===== config.mk =====
export PLATFORM = sky130hd
export DESIGN_NAME = reg16bit
export DESIGN_NICKNAME = d
export VERILOG_FILES = /design/src/rtl/reg16bit.sv
export SDC_FILE = /design/constraint.sdc
export NUM_CORES = 1
export LEC_CHECK = 0
export ABC_AREA = 1
export BUFFER_PORTS_ARGS = -buffer_cell sky130_fd_sc_hd__buf_2
export CORE_MARGIN = 2
export CORE_UTILIZATION = 30
export CTS_CLUSTER_DIAMETER = 60
export DETAILED_ROUTE_END_ITERATION = 12
export PLACE_DENSITY = 0.64
export SYNTH_ARGS = -nofsm -noshare
export SYNTH_HDL_FRONTEND = slang
export SYNTH_SLANG_ARGS = --single-unit

===== constraint.sdc =====
create_clock -name clk -period 0.9 [get_ports clk]
set_input_delay 0.27 -clock clk [delete_from_list [all_inputs] [get_ports clk]]
set_output_delay 0.27 -clock clk [all_outputs]
set_load 0.01 [all_outputs]

===== src/rtl/reg16bit.sv =====
// reg16bit: 16-bit capture register with valid, change-detect and popcount flags.
// Optional registered parity output when REG16BIT_PARITY_EN is defined.
module reg16bit #(
    parameter logic [15:0] RESET_VALUE = 16'h0000
) (
    input  logic        clk,
    input  logic        rst,
    input  logic [15:0] d,
    output logic [15:0] q,
    output logic        q_valid,
    output logic        changed,
`ifdef REG16BIT_PARITY_EN
    output logic        parity,
`endif
    output logic [4:0]  ones
);
    function automatic logic [4:0] popcnt(input logic [15:0] v);
        logic [4:0] n;
        n = '0;
        for (int i = 0; i < 16; i++) n = n + {4'b0, v[i]};
        return n;
    endfunction

    logic [15:0] q_q, q_d;
    logic        valid_q;
    logic        changed_q, changed_d;
    logic [4:0]  ones_q, ones_d;

    // Flags are derived from d at the capturing edge so they always match q.
    always_comb begin
        q_d       = d;
        changed_d = d != q_q;
        ones_d    = popcnt(d);
    end

    always_ff @(posedge clk or negedge rst) begin
        if (!rst) begin
            q_q       <= RESET_VALUE;
            valid_q   <= 1'b0;
            changed_q <= 1'b0;
            ones_q    <= popcnt(RESET_VALUE);
        end else begin
            q_q       <= q_d;
            valid_q   <= 1'b1;
            changed_q <= changed_d;
            ones_q    <= ones_d;
        end
    end

`ifdef REG16BIT_PARITY_EN
    logic parity_q, parity_d;
    always_comb parity_d = ^d;
    always_ff @(posedge clk or negedge rst) begin
        if (!rst) parity_q <= ^RESET_VALUE;
        else      parity_q <= parity_d;
    end
    assign parity = parity_q;
`endif

    assign q       = q_q;
    assign q_valid = valid_q;
    assign changed = changed_q;
    assign ones    = ones_q;
endmodule


Yosys cells after proc, flatten, opt, wreduce, memory -nomap -nowiden

Index checks and enable logic that the tools add are counted.

Equality and inequality tests: 1
Add/subtract/negate cells: 15

Operator list:

| cell         | count |
|---|---|
| $add 5x1->5  | 11 |
| $ne 16x16->1 | 1 |
| $add 4x1->5  | 1 |
| $add 3x1->4  | 1 |
| $add 2x1->3  | 1 |
| $add 1x1->2  | 1 |

Input bits: 18
Register bits after elaboration: 23
Output and inout bits: 23
Word-level logic and storage cells: 20

Longest topological paths before layout

Depth in word-level cells: 15
Gate-level depth with buffers: 12
Depth with buffers taken out: 12

Worst setup path before layout

No wires, ideal clock.

Kind: input -> register
Start point: input port d[0]
End point: register ones_q[2] (netlist: ones[2])
Setup time: 123 ps
Slack: -2,189 ps
Data arrival time: 2,967 ps
Data required time: 777 ps
Path buffers: 0
Cell stages on the path: 10
Cells stage by stage: inv_2 fa_1 fa_1 fa_1 fa_1 inv_1 ha_1 inv_1 fa_1 xnor2_1

Word-level cells in the longest chain between the ends: 15

RTL lines:

| item                      | RTL line | source |
|---|---|---|
| from (decl)               | 8        | `input logic [15:0] d,` |
| $add 1x1->2               | 20       | `for (int i = 0; i < 16; i++) n = n + {4'b0, v[i]};` |
| $add 2x1->3               | 20       |  |
| $add 3x1->4               | 20       |  |
| $add 4x1->5               | 20       |  |
| $add 5x1->5 (11 in a row) | 20       |  |
| named net ones_d[2]       | 27       | `logic [4:0] ones_q, ones_d;` |
| to (signal assigned)      | 41       | `ones_q <= popcnt(RESET_VALUE);` |
| to (signal assigned)      | 46       | `ones_q <= ones_d;` |
| to (decl)                 | 27       |  |

The timed path passes the listed nets, and every way through them passes these cells.

Final worst setup path

Start point: input port d[11]
End point: register ones_q[1] (netlist: ones[1])

Word-level cells in the longest chain between the ends: 5

RTL lines:

| item                     | RTL line |
|---|---|
| $add 5x1->5 (5 in a row) | 20 |
| named net ones_d[1]      | 27 |

The timed path passes the listed nets, and every way through them passes these cells.

==> results.cfg <==
[sta]
timing.final.crit_period_ns = 2.94
final.setup.worst_slack_ns = -2.04
report.final.slew_viol_count = 0
final_clock_period_utilization_by_the_worst_path_pct = 327
setup_viol = 29
whs_ns = 0.117
setup_repair_after_global_routing_missed_its_margin = yes
timing.clock.skew_ns = 0.00153
hold_viol_final = 0
clock.fmax_mhz = 340

[die]
ioPinCount = 41
die_x_um = 69.5
height_of_the_die_um = 69.5
total_die_area_mm2 = 0.00484
placementRows = 23
starting_utilization_of_the_core_area_pct = 31.8
core_mm2 = 0.00406

[cts]
cts_max_level = 1
clock_tree.root_cell = clkbuf_8
worstSkewPairLatency_ns = 0.26
numClockSinks = 23
cts-buffers-inserted = 3
clk_path_buf_depth = 2
cts_tree = yes
clkSlewWorstSetupHoldPaths_ns = 0.08

[logic_synthesis]
synth_top_cell_by_area = dfrtp_1
number_of_enable_flip_flop_cells_after_synthesis = 0
synth_area_mm2 = 0.00129
synth.top_cells.by_area = dfrtp_1 45%, nand2_1 16%, fa_1 16%
synth.cells.most_frequent = 54 x nand2_1, 40 x inv_1, 23 x dfrtp_1, 10 x fa_1, 10 x nor2_1
number_of_warnings_printed_during_yosys_synthesis = 0
syn-num-nets = 186
yosys.cell_types.count = 14
netlist.area_leader.share_pct = 44.7
postSynthRegisterBits = 23
postSynth.asyncResetShare_pct = 100
synth.most_common_cell = nand2_1
postSynthCellCount = 153
synth_seq_area_share_pct = 44.7
postSynth.topFlopCell = dfrtp_1
syn-mean-instance-area_um2 = 8.42

[global_route]
use_met2_pct = 19.2
aggregate_global_route_resource_usage_pct = 11.5
groute.layer.met3.usage_pct = 1.89
grt.busiest_layer = met2
grt_first_pass_wirelength_um = 4550
use_met1_pct = 15.6
grt_start_max_net_pins = 24
first_global_vias = 1093
grt_antenna_before_repair = 0
grt_remaining_overflow = 0

[setup_path]
worst_path_dominant_cell_family = adder cells
regToRegEndpoint = changed
cp_slowest_cell = fa_1
crit-reg2reg-launch = q[6]
critical_path_start_end_classification = input port to flop
crit_path_max_incr_delay_ns = 0.54
worst-path-buf-inv = 5
cpMostUsedCell = fa_1
minimum_setup_slack_among_reg_to_reg_paths_ns = -0.14
arrival_ns = 3.10
critPathCaptureType = flop
timing.critical_path.required_ns = 1.06
crit_chain = buf_8 > inv_4 > fa_1 > fa_1 > fa_1 > fa_1 > inv_2 > ha_4 > inv_2 > fa_2 > inv_1
worst-path-max-fanout = 3
worst-r2r-cell-count = 7
startpoint_type = input port

[power]
worst_ir_drop_on_vdd_mv = 0.591
design_power_mw = 3.27
leakage_component_of_the_power_nw = 1.08
power.density_mw_per_mm2 = 1740

[final_layout]
synthesis_to_layout_area_growth_pct = 45.3
layout.filler_cells = 407
finished_core_util_pct = 46.2
antenna_cells = 0
share_of_post_route_cells_with_drive_strength_above_1_pct = 36.6
final_nets = 250

[hold_path]
hold_path.class = input port to flop
timing.hold.worst_endpoint = q[5]
worstHoldStart = d[5]
worstHoldPathCells = 1

[status]
status = complete, but fails checks
failed_checks = negative setup slack

[detailed_routing]
via_per_inst = 3.97
drt_first_iter_violations = 12
drc = 0
via_count = 1057
antenna_violating_nets_post_route = 0
routed_wire_length_per_instance_um = 9.31
detail_route.first_pass.iterations = 2
totalWireLength_um = 2480

[placement]
port-buffer-count = 40
gpl.final_weighted_congestion = 0.702
dp_slack_ns = -2.40
half_perimeter_wire_length_after_placement_um = 2010

[flow_run]
max-cap-violations = 0
## cell usage in the layout (no fill, tap or decap), types with 2 or more instances in the layout
master / synthesis / final
buf_2: 0 / 29
buf_4: 0 / 15
buf_6: 0 / 11
buf_8: 0 / 2
clkbuf_8: 0 / 3
dfrtp_1: 23 / 23
fa_1: 10 / 9
ha_1: 5 / 4
inv_1: 40 / 31
inv_2: 3 / 8
inv_4: 0 / 3
nand2_1: 54 / 52
nand2_2: 2 / 4
nor2_1: 10 / 10
## per-stage QoR
stage               setup TNS [ns]  cell area [um2]  std cells
floorplan                   -10.17             1310        153
global placement            -11.54             1670        254
detailed placement          -11.60             1670        254
CTS                         -13.41             1840        266
global route                -14.53             1870        266
finish                      -13.22             1870        266
## cell type report
class	count	area [um2]	area share [%]
clock buffers	4	45.0	2.40
inverters	43	176	9.42
repair buffers	59	442	23.6
flip-flops and latches	23	576	30.7
well taps	50	62.6	3.34
multi-input cells	87	572	30.5
## power breakdown
group / switching [mW] / leakage [nW] / internal [mW] / total, mW
sequential: 0.0464 / 0.268 / 1.18 / 1.23
clock: 0.321 / 0.0228 / 0.315 / 0.636
combinational: 0.700 / 0.794 / 0.702 / 1.40
total: 1.07 / 1.08 / 2.20 / 3.27
## layer usage
layer	up-vias	share of wire [%]
met3	2	4.5
met4	0	0.24
met5	-	0
met2	24	49
met1	476	46
li1	555	-
## registers in the layout (all words and copies together), names as in the netlist
name     flops
q_valid      1
ones         5
q           16
changed      1
## logic make-up after synthesis
kind of cell               count (synthesis)  share of synthesized area, %
xor gates and xnor gates                   2                          1.36
other                                      1                         0.291
and+or+nand+nor                           67                          20.0
AOI/OAI and AO/OA                          2                         0.776
adders and majority gates                 15                          20.4
buffers and inverters                     43                          12.5
DFF                                       23                          44.7
## how the worst max path moves through the flow
stage,startpoint,to,slack (ns),depth (start not counted)
after floorplan,d[3],ones[2],-2.16,10
after global placement,d[3],ones[2],-2.39,11
after detailed placement,d[3],ones[2],-2.40,11
after CTS,d[7],ones[1],-2.04,11
after global routing,d[11],ones[1],-2.09,11
final,d[11],ones[1],-2.04,11
## repair_timing
| action | CTS | global route |
|---|---|---|
| gates resized for setup | 19 | 10 |
| endpoints found under the hold margin | 23 | 0 |
| endpoints found under the setup margin | 29 | 29 |
| pin swaps | 7 | 6 |
| hold buffers | 1 | 0 |
| buffers inserted | 7 | 0 |
| gates cloned | 0 | 0 |
Power figures use the tool's default switching activity.
